`config.mk`:
```
export PLATFORM = sky130hd
export DESIGN_NAME = ahb3lite_mlayer_master_port
export DESIGN_NICKNAME = d
export VERILOG_FILES = /design/src/rtl/ahb3lite_pkg.sv /design/src/rtl/ahb3lite_mlayer_addr_decode.sv /design/src/rtl/ahb3lite_mlayer_master_port.sv
export SDC_FILE = /design/constraint.sdc
export NUM_CORES = 1
export LEC_CHECK = 0
export ABC_AREA = 1
export CORE_AREA = 2 2 390 392
export DETAILED_ROUTE_END_ITERATION = 10
export DIE_AREA = 0 0 392 394
export PLACE_DENSITY = 0.41
export SLEW_MARGIN = 0
export SYNTH_ARGS = -nofsm -noshare
export SYNTH_HDL_FRONTEND = slang
export SYNTH_SLANG_ARGS = --single-unit
```
`constraint.sdc`:
```
create_clock -name HCLK -period 5.55 [get_ports HCLK]
set_input_delay 0.555 -clock HCLK [delete_from_list [all_inputs] [get_ports HCLK]]
set_output_delay 0.555 -clock HCLK [all_outputs]
set_load 0.01 [all_outputs]
```
`src/rtl/ahb3lite_pkg.sv`:
```
// ahb3lite_pkg: shared AHB3-Lite HTRANS/HBURST/HRESP encodings and the burst-length helper
package ahb3lite_pkg;
  localparam logic [1:0] HTRANS_IDLE   = 2'b00;
  localparam logic [1:0] HTRANS_BUSY   = 2'b01;
  localparam logic [1:0] HTRANS_NONSEQ = 2'b10;
  localparam logic [1:0] HTRANS_SEQ    = 2'b11;
  localparam logic [2:0] HBURST_SINGLE = 3'd0;
  localparam logic [2:0] HBURST_INCR   = 3'd1;
  localparam logic [2:0] HBURST_WRAP4  = 3'd2;
  localparam logic [2:0] HBURST_INCR4  = 3'd3;
  localparam logic [2:0] HBURST_WRAP8  = 3'd4;
  localparam logic [2:0] HBURST_INCR8  = 3'd5;
  localparam logic [2:0] HBURST_WRAP16 = 3'd6;
  localparam logic [2:0] HBURST_INCR16 = 3'd7;
  localparam logic       HRESP_OKAY    = 1'b0;
  localparam logic       HRESP_ERROR   = 1'b1;
  function automatic logic [3:0] burst_len(input logic [2:0] hburst);
    return (hburst == HBURST_WRAP4  || hburst == HBURST_INCR4)  ? 4'd2  :
           (hburst == HBURST_WRAP8  || hburst == HBURST_INCR8)  ? 4'd6  :
           (hburst == HBURST_WRAP16 || hburst == HBURST_INCR16) ? 4'd14 : 4'd0;
  endfunction
endpackage

```
`src/rtl/ahb3lite_mlayer_addr_decode.sv`:
```
// ahb3lite_mlayer_addr_decode: addr + mask/base windows -> lowest-index one-hot sel, no_hit flag, binary idx
module ahb3lite_mlayer_addr_decode #(
  parameter int HADDR_SIZE = 32,
  parameter int SLAVES     = 8,
  localparam int SW        = SLAVES > 1 ? $clog2(SLAVES) : 1
) (
  input  logic [HADDR_SIZE-1:0] addr,
  input  logic [HADDR_SIZE-1:0] mask [SLAVES],
  input  logic [HADDR_SIZE-1:0] base [SLAVES],
  output logic [SLAVES-1:0]     sel,
  output logic                  no_hit,
  output logic [SW-1:0]         idx
);
  always_comb begin
    sel    = '0;
    no_hit = 1'b1;
    idx    = '0;
    for (int i = SLAVES - 1; i >= 0; i--)
      if ((addr & mask[i]) == (base[i] & mask[i])) begin
        sel    = SLAVES'(1) << i;
        no_hit = 1'b0;
        idx    = SW'(i);
      end
  end
endmodule

```
`src/rtl/ahb3lite_mlayer_master_port.sv`:
```
// ahb3lite_mlayer_master_port: AHB slave facing one master (mst_*), decodes and requests slave ports (slv*), default ERROR slave, can_switch/grant handshake
module ahb3lite_mlayer_master_port
  import ahb3lite_pkg::*;
#(
  parameter int HADDR_SIZE    = 32,
  parameter int HDATA_SIZE    = 32,
  parameter int SLAVES        = 8,
  parameter int PRIORITY_BITS = 3
) (
  input  logic                     HCLK,
  input  logic                     HRESETn,
  input  logic [PRIORITY_BITS-1:0] mst_priority,
  input  logic                     mst_HSEL,
  input  logic [HADDR_SIZE-1:0]    mst_HADDR,
  input  logic [HDATA_SIZE-1:0]    mst_HWDATA,
  input  logic                     mst_HWRITE,
  input  logic [2:0]               mst_HSIZE,
  input  logic [2:0]               mst_HBURST,
  input  logic [3:0]               mst_HPROT,
  input  logic [1:0]               mst_HTRANS,
  input  logic                     mst_HMASTLOCK,
  input  logic                     mst_HREADY,
  output logic [HDATA_SIZE-1:0]    mst_HRDATA,
  output logic                     mst_HREADYOUT,
  output logic                     mst_HRESP,
  input  logic [HADDR_SIZE-1:0]    slvHADDRmask [SLAVES],
  input  logic [HADDR_SIZE-1:0]    slvHADDRbase [SLAVES],
  output logic [SLAVES-1:0]        slvHSEL,
  output logic [HADDR_SIZE-1:0]    slvHADDR,
  output logic [HDATA_SIZE-1:0]    slvHWDATA,
  output logic                     slvHWRITE,
  output logic [2:0]               slvHSIZE,
  output logic [2:0]               slvHBURST,
  output logic [3:0]               slvHPROT,
  output logic [1:0]               slvHTRANS,
  output logic                     slvHMASTLOCK,
  input  logic [HDATA_SIZE-1:0]    slvHRDATA [SLAVES],
  input  logic [SLAVES-1:0]        slvHREADY,
  input  logic [SLAVES-1:0]        slvHRESP,
  output logic                     slvHREADYOUT,
  output logic [PRIORITY_BITS-1:0] slvpriority,
  output logic                     can_switch,
  input  logic [SLAVES-1:0]        master_granted
);
  localparam int SW = SLAVES > 1 ? $clog2(SLAVES) : 1;
  typedef enum logic [2:0] {NO_ACCESS, PENDING, GRANTED, ERR1, ERR2} state_t;
  state_t state, nxt, na_next;
  logic [SLAVES-1:0] live_sel, reg_sel;
  logic live_miss, reg_miss;
  logic [SW-1:0] live_idx, reg_idx, slave_sel;
  logic reg_hsel, reg_hwrite, reg_hmastlock, local_ready;
  logic [HADDR_SIZE-1:0] reg_haddr;
  logic [2:0] reg_hsize, reg_hburst;
  logic [3:0] reg_hprot, burst_cnt;
  logic [1:0] reg_htrans;
  logic [PRIORITY_BITS-1:0] reg_priority;
  logic active, hit, dec_err, live_gnt, pend, reg_req, boundary, granted_cs;
  ahb3lite_mlayer_addr_decode #(.HADDR_SIZE(HADDR_SIZE), .SLAVES(SLAVES)) u_live_dec (
    .addr(mst_HADDR), .mask(slvHADDRmask), .base(slvHADDRbase),
    .sel(live_sel), .no_hit(live_miss), .idx(live_idx)
  );
  ahb3lite_mlayer_addr_decode #(.HADDR_SIZE(HADDR_SIZE), .SLAVES(SLAVES)) u_reg_dec (
    .addr(reg_haddr), .mask(slvHADDRmask), .base(slvHADDRbase),
    .sel(reg_sel), .no_hit(reg_miss), .idx(reg_idx)
  );
  assign active   = mst_HSEL & mst_HTRANS[1];
  assign hit      = active & ~live_miss;
  assign dec_err  = active & live_miss;
  assign live_gnt = master_granted[live_idx];
  assign pend     = state == PENDING;
  assign reg_req  = reg_hsel & reg_htrans[1] & ~reg_miss;
  assign na_next  = !mst_HREADY ? NO_ACCESS :
                    dec_err     ? ERR1      :
                    hit         ? (live_gnt ? GRANTED : PENDING) : NO_ACCESS;
  always_ff @(posedge HCLK or negedge HRESETn)
    if (!HRESETn) state <= NO_ACCESS;
    else state <= nxt;
  always_comb begin
    nxt = state;
    case (state)
      NO_ACCESS, ERR2: nxt = na_next;
      PENDING:         nxt = (master_granted[reg_idx] & slvHREADY[reg_idx]) ? GRANTED : PENDING;
      GRANTED:         nxt = mst_HREADY ? na_next : GRANTED;
      ERR1:            nxt = ERR2;
      default:         nxt = NO_ACCESS;
    endcase
  end
  always_ff @(posedge HCLK or negedge HRESETn)
    if (!HRESETn) begin
      reg_hsel      <= 1'b0;
      reg_haddr     <= '0;
      reg_hwrite    <= 1'b0;
      reg_hsize     <= '0;
      reg_hburst    <= HBURST_SINGLE;
      reg_hprot     <= '0;
      reg_htrans    <= HTRANS_IDLE;
      reg_hmastlock <= 1'b0;
      reg_priority  <= '0;
      slave_sel     <= '0;
      local_ready   <= 1'b1;
      burst_cnt     <= '0;
    end else if (mst_HREADY) begin
      reg_hsel      <= mst_HSEL;
      reg_haddr     <= mst_HADDR;
      reg_hwrite    <= mst_HWRITE;
      reg_hsize     <= mst_HSIZE;
      reg_hburst    <= mst_HBURST;
      reg_hprot     <= mst_HPROT;
      reg_htrans    <= mst_HTRANS;
      reg_hmastlock <= mst_HMASTLOCK;
      reg_priority  <= mst_priority;
      slave_sel     <= live_idx;
      local_ready   <= ~active;
      burst_cnt     <= mst_HTRANS == HTRANS_NONSEQ ? burst_len(mst_HBURST) :
                       mst_HTRANS == HTRANS_SEQ    ? burst_cnt - 4'd1 : burst_cnt;
    end
  // a slave port sees an undefined-length burst resume as a fresh NONSEQ after a stall
  assign slvHSEL      = pend ? ({SLAVES{reg_req}} & reg_sel) : ({SLAVES{hit}} & live_sel);
  assign slvHADDR     = pend ? reg_haddr     : mst_HADDR;
  assign slvHWRITE    = pend ? reg_hwrite    : mst_HWRITE;
  assign slvHSIZE     = pend ? reg_hsize     : mst_HSIZE;
  assign slvHBURST    = pend ? reg_hburst    : mst_HBURST;
  assign slvHPROT     = pend ? reg_hprot     : mst_HPROT;
  assign slvHMASTLOCK = pend ? reg_hmastlock : mst_HMASTLOCK;
  assign slvpriority  = pend ? reg_priority  : mst_priority;
  assign slvHTRANS    = !pend ? mst_HTRANS :
                        (reg_htrans == HTRANS_SEQ && reg_hburst == HBURST_INCR) ? HTRANS_NONSEQ : reg_htrans;
  assign slvHWDATA    = mst_HWDATA;
  assign slvHREADYOUT = pend ? slvHREADY[reg_idx] : mst_HREADY & |(live_sel & slvHREADY);
  assign mst_HRDATA    = slvHRDATA[slave_sel];
  assign mst_HREADYOUT = state == GRANTED ? slvHREADY[slave_sel] :
                         state == ERR1    ? 1'b0 :
                         state == ERR2    ? 1'b1 : local_ready;
  assign mst_HRESP     = state == GRANTED ? slvHRESP[slave_sel] :
                         (state == ERR1 || state == ERR2) ? HRESP_ERROR : HRESP_OKAY;
  assign boundary   = mst_HTRANS == HTRANS_IDLE ||
                      (mst_HTRANS == HTRANS_NONSEQ && mst_HBURST == HBURST_SINGLE) ||
                      (mst_HTRANS == HTRANS_SEQ && mst_HBURST > HBURST_INCR && burst_cnt == 4'd0);
  assign granted_cs = ~mst_HSEL | (~mst_HMASTLOCK & mst_HREADY & boundary);
  assign can_switch = state == NO_ACCESS ? ~(hit & live_gnt) :
                      state == PENDING   ? ~master_granted[reg_idx] :
                      state == GRANTED   ? granted_cs : 1'b1;
endmodule

```
# Word-level counts from Yosys, hierarchy flattened
# Index checks and enable logic that the tools add are counted.
dict set report classes {
  n_addsub 1
  order_cmp 5
  n_eq_ne 30
  n_mux 92
  n_bitwise 46
  n_reduce_logical 18
}
# op n
set ops {}
lappend ops {{AND 32 bit} 24}
lappend ops {{== test 32 bit} 16}
lappend ops {{2-to-1 mux 8 bit} 17}
lappend ops {{binary-select mux 32 bit (select 3 bit)} 1}
lappend ops {{2-to-1 mux 32 bit} 3}
lappend ops {{2-to-1 mux 3 bit} 19}
lappend ops {{2-to-1 mux 1 bit} 32}
lappend ops {{AND 8 bit} 3}
lappend ops {{2-to-1 mux 4 bit} 6}
lappend ops {{2-to-1 mux 2 bit} 8}
lappend ops {{binary-select mux 1 bit (select 3 bit)} 5}
lappend ops {{== test 3 bit (second input constant)} 5}
lappend ops {{== test 3 x 2 -> 1 bit (second input constant)} 4}
lappend ops {{less-than comparator 3 x 4 -> 1 bit (second input constant)} 3}
lappend ops {{one-hot mux 3 bit (4 select lines)} 1}
lappend ops {{AND 1 bit} 10}
lappend ops {{OR reduction 8 bit} 1}
lappend ops {{NOT 1 bit} 7}
lappend ops {{== test 2 bit (second input constant)} 3}
lappend ops {{== test 3 x 1 -> 1 bit (second input constant)} 2}
lappend ops {{zero test 3 bit} 2}
lappend ops {{logical OR 1 bit} 6}
lappend ops {{greater-or-equal comparator 4 bit (second input constant)} 1}
lappend ops {{logical AND 1 bit} 4}
lappend ops {{9 further kinds} 9}
dict set report word_totals {
  reg_bits 61
  input_bits 877
  elab_cells 205
}

# Logic depth before layout (Yosys ltp)
# Gate-level depths: netlist of run 1.
dict set report logic_depth {
  depth_word 18
  depth_mapped 22
  ltp_nobuf 20
}

# Modules after synthesis
# Synthesis of run 1 repeated with hierarchy kept, for this count alone.
dict set report hier_totals {
  cells_unflattened 3408
  hier_area_um2 16925.0
}
# module instances cells_per_inst area_per_inst_um2
set by_module_without_submodules {}
lappend by_module_without_submodules {ahb3lite_mlayer_addr_decode 2 1164 5381.4}
lappend by_module_without_submodules {ahb3lite_mlayer_master_port 1 1080 6162.2}

# Least setup slack after synthesis of run 1
# No wires, ideal clock.
dict set report synth_timing {
  kind {input-to-output}
  start {input mst_HADDR[15]}
  end {output slvHSEL[3]}
  t_arrival_ns 2.069
  required_ns 4.995
  setup_slack_ns 2.926
  stages 13
  path_buffers 1
  path_cell_list {buf_4 -> xor2_1 -> a21oi_1 -> nand2_1 -> nor2_1 -> nand4_1 -> nand2_2 -> nor2_4 -> nand2_2 -> nand3_2 -> nor2_4 -> inv_2 -> o22ai_1}
}
dict set report synth_between {
  elab_chain_len 14
  elab_cells_between_ends 35
  cone_classes {eq/ne (8); mux (16); bitwise (11)}
}
# item line
set synth_rtl {}
lappend synth_rtl {{start, declared} ahb3lite_mlayer_master_port.sv:14} ;# input logic [HADDR_SIZE-1:0] mst_HADDR,
lappend synth_rtl {{AND 32 bit} ahb3lite_mlayer_addr_decode.sv:19} ;# if ((addr & mask[i]) == (base[i] & mask[i])) begin
lappend synth_rtl {{== test 32 bit} ahb3lite_mlayer_addr_decode.sv:19}
lappend synth_rtl {{2-to-1 mux 1 bit (8 in a row)} ahb3lite_mlayer_addr_decode.sv:19}
lappend synth_rtl {{NOT 1 bit} ahb3lite_mlayer_master_port.sv:67} ;# assign hit = active & ~live_miss;
lappend synth_rtl {{AND 1 bit} ahb3lite_mlayer_master_port.sv:67}
lappend synth_rtl {{AND 8 bit *} ahb3lite_mlayer_master_port.sv:118} ;# assign slvHSEL = pend ? ({SLAVES{reg_req}} & reg_sel) : ({SLAVES{hit}} & live_sel);
lappend synth_rtl {{2-to-1 mux 8 bit *} ahb3lite_mlayer_master_port.sv:118}
lappend synth_rtl {{end, declared} ahb3lite_mlayer_master_port.sv:28} ;# output logic [SLAVES-1:0] slvHSEL,
# Every way passes the cells marked *; elsewhere a longest branch is shown, timed or not.

# Worst setup path in the final report of run 1
dict set report layout_timing {
  start {input mst_HADDR[29]}
  end {output slvHSEL[4]}
}
# Same word-level chain as after synthesis.

==> results of run 1 <==
[cell type report]
cell class	instances	area (µm²)	area share (%)
clock buffers	9	225	0.806
diodes	32	80.1	0.287
clock inverters	7	76.3	0.273
well taps	2030	2540	9.09
multi-input cells	2688	12300	44.1
repair buffers	1002	9880	35.3
inverters	334	1280	4.58
flip-flops and latches	61	1530	5.48
[worst max-delay path, delay by kind of cell]
family                 cells  cell delay, ns
buffers and inverters      4            1.84
AND/OR/NAND/NOR           10            1.61
AO/OA/AOI/OAI              2            0.56
[cell families (layout without fill, tap and decap cells)]
| family | count (synthesis) | after routing |
|---|---|---|
| XOR/XNOR | 42 | 42 |
| flip-flops | 61 | 61 |
| other | 0 | 32 |
| AO/OA/AOI/OAI | 467 | 467 |
| adder cells (fa/ha/maj) | 2 | 2 |
| buffers and inverters | 503 | 1352 |
| AND/OR/NAND/NOR | 2177 | 2177 |
[worst max path at each step]
stage,startpoint,end,slack (ns),depth (start not counted)
after detailed placement,mst_HADDR[10],slvHSEL[3],-0.07,14
after CTS,reg_haddr[9]$_DFFE_PN0P_,slvHSEL[5],0.09,13
final,mst_HADDR[29],slvHSEL[4],0.41,16
after floorplan,mst_HADDR[15],slvHSEL[3],2.93,13
after global routing,mst_HADDR[29],slvHSEL[4],0.17,16
after global placement,mst_HADDR[10],slvHSEL[5],-0.1,14
[stage by stage]
step | std cells | power (mW)
global placement | 6115 | 3.39
finish | 6163 | 4.07
floorplan | 3252 | 1.62
global route | 6140 | 4.34
CTS | 6131 | 4.16
detailed placement | 6115 | 3.39
[sequential cells by signal, summed over array words and instances, names as in the netlist, 3 cells and up]
| name | flops |
|---|---|
| state | 3 |
| reg_priority | 3 |
| slave_sel | 3 |
| burst_cnt | 4 |
| reg_hsize | 3 |
| reg_hprot | 4 |
| reg_hburst | 3 |
| reg_haddr | 32 |
[cells in the mapped netlist (34+ instances only)]
master / n
buf_4: 78
dfrtp_1: 60
nor2_1: 558
nand2_1: 887
o22ai_1: 36
nand3_1: 579
clkbuf_1: 58
nand4_1: 82
a21oi_1: 63
inv_1: 304
o21ai_0: 293
a31oi_1: 34
xor2_1: 37
[repair_timing]
action / in CTS / in global routing
resized for setup: 3 / 3
pin swaps: 0 / 0
endpoints found under the setup margin: 3 / 3
setup buffers: 0 / 0
gates cloned: 0 / 0
[per-layer routing]
layer	vias up	part of all wire, %	global-route usage [%]	routed length, µm
met5	-	0.25	0	425
met4	68	1.8	4.07	3170
met3	175	8.6	6.34	14900
met2	1120	45	35.1	78600
met1	12200	44	27.8	75800
li1	12300	-	-	-
[power by group]
part,switching [mW],internal [mW]
Clock,0.366,0.350
Sequential,0.113,0.490
Combinational,1.60,1.15
[placed cells by master (no fill, tap or decap), types with 7 or more instances in the layout]
cell,Yosys,layout
nand2_2,15,15
nand3_2,11,11
clkbuf_16,0,9
inv_1,304,303
buf_4,78,68
o21ai_0,293,292
xor2_1,37,37
o22ai_1,36,35
a21oi_1,63,63
dfrtp_1,60,58
nand3b_1,7,7
nand4_1,82,82
inv_4,7,8
nand3_1,579,579
clkdlybuf4s50_1,0,931
diode_2,0,32
nand2_1,887,887
o21ai_1,25,26
a31oi_1,34,34
nor2_2,11,12
nor2_1,558,557
inv_2,19,20
==> flow_summary.ini, run 1 <==
[synthesis]
synthTopCellsByArea = nand2_1, nand3_1, nor2_1
synth_top_area_cell = nand2_1
synth-main-ff-cell = dfrtp_1
synth-edff-count = 0
ys_ff_latch = 61
synth_simple_gate_area_share_pct = 58.3
synth_top_area_share_pct = 20.6
synthAdderAreaFrac_pct = 0.155
synthCells = 3252
synth_top_family_by_area = simple AND/OR/NAND/NOR gates
synth-xor-area-share_pct = 2.28
synth_compound_area_share_pct = 15.5
syn_nets = 4131
synth_area_per_cell_um2 = 4.97
ys_seq_area_share_pct = 9.46
syn_area_um2 = 16100
yosys.cell_types.count = 48
yosys_warnings = 0
synthMuxAreaShare_pct = 0
async_reset_ff_share_pct = 100

[placement]
gp_congestion = 0.980
io_buffers = 937
dpl_cell_area_um2 = 27500
place_ws_ns = -0.0742
dp_hpwl_um = 153000

[cts]
h-tree-depth = 3
cts_sinks = 61
clkTransAtPathRegs_ns = 0.09
clock_path_buffers = 2
cts_root_buf = clkbuf_16
tritoncts = built
insertion_delay_ns = 0.44
numCtsBuffers = 9
cts_hold_buf = 0

[critical_path]
path_class = in2out
critPathMaxStageDelay_ns = 0.80
crit-reg2reg-launch = reg_haddr[16]$_DFFE_PN0P_
worst-path-max-fanout = 12
ff2ff_setup_slack_ns = 2.15
required_ns = 4.99
r2r_cells = 17
critPathLaunchType = input port
timing.rr.end = state[0]$_DFF_PN0_
cpMostUsedCell = nand2_1
end_kind = primary output
arrival_ns = 4.58
crit_chain = clkdlybuf4s50_1 -> inv_1 -> nand3_1 -> nand2_1 -> nor2_2 -> nand2_1 -> nor2_1 -> nand2_1 -> o21ai_1 -> nor2_1 -> nand2_2 -> nand3_2 -> nor2_4 -> inv_2 -> o32ai_2 -> clkdlybuf4s50_1
critical_path.slowest_cell = clkdlybuf4s50_1

[floorplan]
start_util_pct = 10.7
boundaryPins = 1002
fp.dieW_um = 392
die_area_um2 = 154000
core-area_um2 = 151000
fp.dieH_um = 394
fp-row-count = 143

[timing]
slew-limit-headroom_pct = 31.2
setup_ws_ns = 0.411
drv_slew = 0
finalSetupTns_ns = 0
post-route-min-period_ns = 5.14
tightest_slew_ns = 1.03
fin_crit_sh_pct = 92.6
rsz0062_at_grt = no
fmax_mhz = 195
setup_viol = 0
skew_ns = 0.0282
hold_viol = 0
holdWs_ns = 0.184

[pwr]
ir_worst_vdd_mv = 0.155
p_leak_nw = 11.9
power.density_nw_per_um2 = 146

[final_layout]
final_util_pct = 18.6
finalInstanceArea_um2 = 27900
nets = 4975
fillers = 17600
area_delta_synth_final_pct = 73.1
drive_above_1_share_pct = 4.39

[grt]
antenna_found_initial = 82
globalRouteTotalUtil_pct = 21.5
grt_pass1_wl_um = 222000
grt_max_degree = 67
grt_pass1_vias = 24700
grt_overflow = 0

[run_status]
status = complete, no violations

[drt]
viasPerCell = 4.20
drtIter0Drc = 2121
wl_per_cell_um = 28.0
drt-pass1-iter-count = 6
dr_total_vias = 25900
wl_um = 173000
remaining_drc_errors = 0
final_antenna_net_count = 0

[flow_run]
maxCapViolCount = 0

[hold_path]
hold_class = in2async
No activity file was read; power rests on OpenSTA's default activity.
==> run 2, diff against run 1 <==
--- a/config.mk
+++ b/config.mk
@@ -6,11 +6,12 @@
 export NUM_CORES = 1
 export LEC_CHECK = 0
 export ABC_AREA = 1
-export CORE_AREA = 2 2 390 392
+export CORE_AREA = 2 2 393 395
 export DETAILED_ROUTE_END_ITERATION = 10
-export DIE_AREA = 0 0 392 394
-export PLACE_DENSITY = 0.41
+export DIE_AREA = 0 0 395 397
+export PLACE_DENSITY = 0.4
 export SLEW_MARGIN = 0
 export SYNTH_ARGS = -nofsm -noshare
 export SYNTH_HDL_FRONTEND = slang
 export SYNTH_SLANG_ARGS = --single-unit
+export TNS_END_PERCENT = 30
==> constraint.sdc (replaced) <==
create_clock -name HCLK -period 5.25 [get_ports HCLK]
set_input_delay 0.525 -clock HCLK [delete_from_list [all_inputs] [get_ports HCLK]]
set_output_delay 0.525 -clock HCLK [all_outputs]
set_load 0.01 [all_outputs]
==> run 2 against run 1 <==
Clock power fell by 3.4%; hold slack got worse by 0.023 ns; routed wire length rose by 2.6%; critical endpoint is now slvHSEL[1]; via count rose by 1.7%; first-iteration DRC count rose by 25%.
==> flow_summary.ini, run 2 (same netlist as run 1, synthesis figures left out) <==
[run_status]
status = complete, no violations

[flow_run]
maxCapViolCount = 0

[timing]
slew-limit-headroom_pct = 28.2
rsz0062_at_grt = no
skew_ns = 0.0196
drv_slew = 0
setup_viol = 0
fin_crit_sh_pct = 95.8
tightest_slew_ns = 1.07
finalSetupTns_ns = 0
post-route-min-period_ns = 5.03
hold_viol = 0
fmax_mhz = 199

[final_layout]
layout.cells.non_filler = 6189
regMostFlops = reg_haddr
reg_top3 = reg_haddr: 32 flops, burst_cnt: 4 flops, reg_hprot: 4 flops
drive_above_1_share_pct = 4.48
area_delta_synth_final_pct = 73.2
final_common_cell = clkdlybuf4s50_1
mostFrequentLayoutCells = clkdlybuf4s50_1, nand2_1, nand3_1, nor2_1, inv_1
largest_register_ffs = 32
nets = 4978

[drt]
wl_per_cell_um = 28.7
remaining_drc_errors = 0
wl_um = 177000
drtIter0Drc = 2644
drt-pass1-iter-count = 6
viasPerCell = 4.25
dr_total_vias = 26300
final_antenna_net_count = 0

[cts]
h-tree-depth = 3
clock_path_buffers = 2
cts_root_buf = clkbuf_16
insertion_delay_ns = 0.43
numCtsBuffers = 9
tritoncts = built
cts_setup_buffers = 0
cts_sinks = 61
clkTransAtPathRegs_ns = 0.08

[placement]
dp_hpwl_um = 158000
dp_cells = 6132
gp_congestion = 0.947
io_buffers = 937

[floorplan]
start_util_pct = 10.6
fp.dieH_um = 397
boundaryPins = 1002
die_area_um2 = 157000
fp-row-count = 144
fp.dieW_um = 395
core-area_um2 = 153000

[pwr]
power.density_nw_per_um2 = 153
p_leak_nw = 12.0
ir_worst_vdd_mv = 0.150

[critical_path]
required_ns = 4.72
arrival_ns = 4.51
end_kind = primary output
path_class = reg2out
critPathLaunchType = register
worst-path-max-fanout = 11

[grt]
grt_overflow = 0
antenna_found_initial = 134
globalRouteTotalUtil_pct = 21.7
grt_pass1_vias = 24500
grt_max_degree = 132
grt_pass1_wl_um = 228000

[hold_path]
hold_class = in2async
run 2: per-stage QoR:
step	setup slack [ns]	instance area (µm²)	total power, mW	utilization, %	hold WS [ns]
after floorplan	2.69	16100	1.71	-	0.229
after global placement	-0.0219	27600	3.60	18.0	0.454
after CTS	0.0953	27900	4.34	18.2	0.166
after global routing	0.0245	27900	4.55	18.2	0.188
after detailed placement	0.113	27600	3.59	18.0	0.463
final	0.219	28000	4.27	18.3	0.161
run 2: worst paths after layout:
check                                     startpoint                        end  slack (ns)  depth (start not counted)
max                        reg_haddr[21]$_DFFE_PN0P_                 slvHSEL[1]        0.22                         16
min                                          HRESETn   reg_hsize[1]$_DFFE_PN0P_        0.16                          1
max reg2reg                reg_haddr[21]$_DFFE_PN0P_         state[0]$_DFF_PN0_        1.46                         19
min reg2reg                     reg_hsel$_DFFE_PN0P_       reg_hsel$_DFFE_PN0P_        0.48                          2
max in group asynchronous                    HRESETn  reg_haddr[20]$_DFFE_PN0P_        3.97                          2
min in group HCLK               reg_hsel$_DFFE_PN0P_       reg_hsel$_DFFE_PN0P_        0.48                          2
run 2: final cells by class:
type	count	area, µm²
clock buffers	9	225
repair buffers	1005	9910
diodes	41	103
clock inverters	7	50.0
flip-flops and latches	61	1530
inverters	334	1280
well taps	2044	2560
fillers	17700	125000
multi-input cells	2688	12300
run 2: where the power goes:
part           internal, mW  total (mW)  switching, mW
sequential            0.518       0.633          0.115
clock                 0.321       0.692          0.371
combinational          1.22        2.94           1.72
run 2: metal layers:
metal / share of wire, % / vias up / global-route usage (%)
met4: 2.6 / 88 / 5.21
met5: 0.30 / - / 0
met1: 43 / 12300 / 28.0
met2: 44 / 1306 / 34.5
li1: - / 12400 / -
met3: 9.6 / 270 / 7.37
run 2: what timing repair did:
| action | 4_1_cts | 5_1_grt |
|---|---|---|
| setup endpoints to repair | 0 | 2 |
| hold buffers | 0 | 0 |
| resized for setup | 0 | 8 |
run 2: worst max-delay path, stage by stage (launching register included):
cell,delay [ns]
dfrtp_1,0.64
inv_1,0.28
nand3_1,0.14
nand4_1,0.25
nor2_1,0.68
nand2_1,0.10
nor2_1,0.15
buf_4,0.13
nand2_1,0.06
buf_4,0.16
nand2_1,0.14
nor2_1,0.09
nand2_1,0.10
nand4_1,0.13
o21ai_0,0.23
buf_4,0.19
clkdlybuf4s50_1,0.56
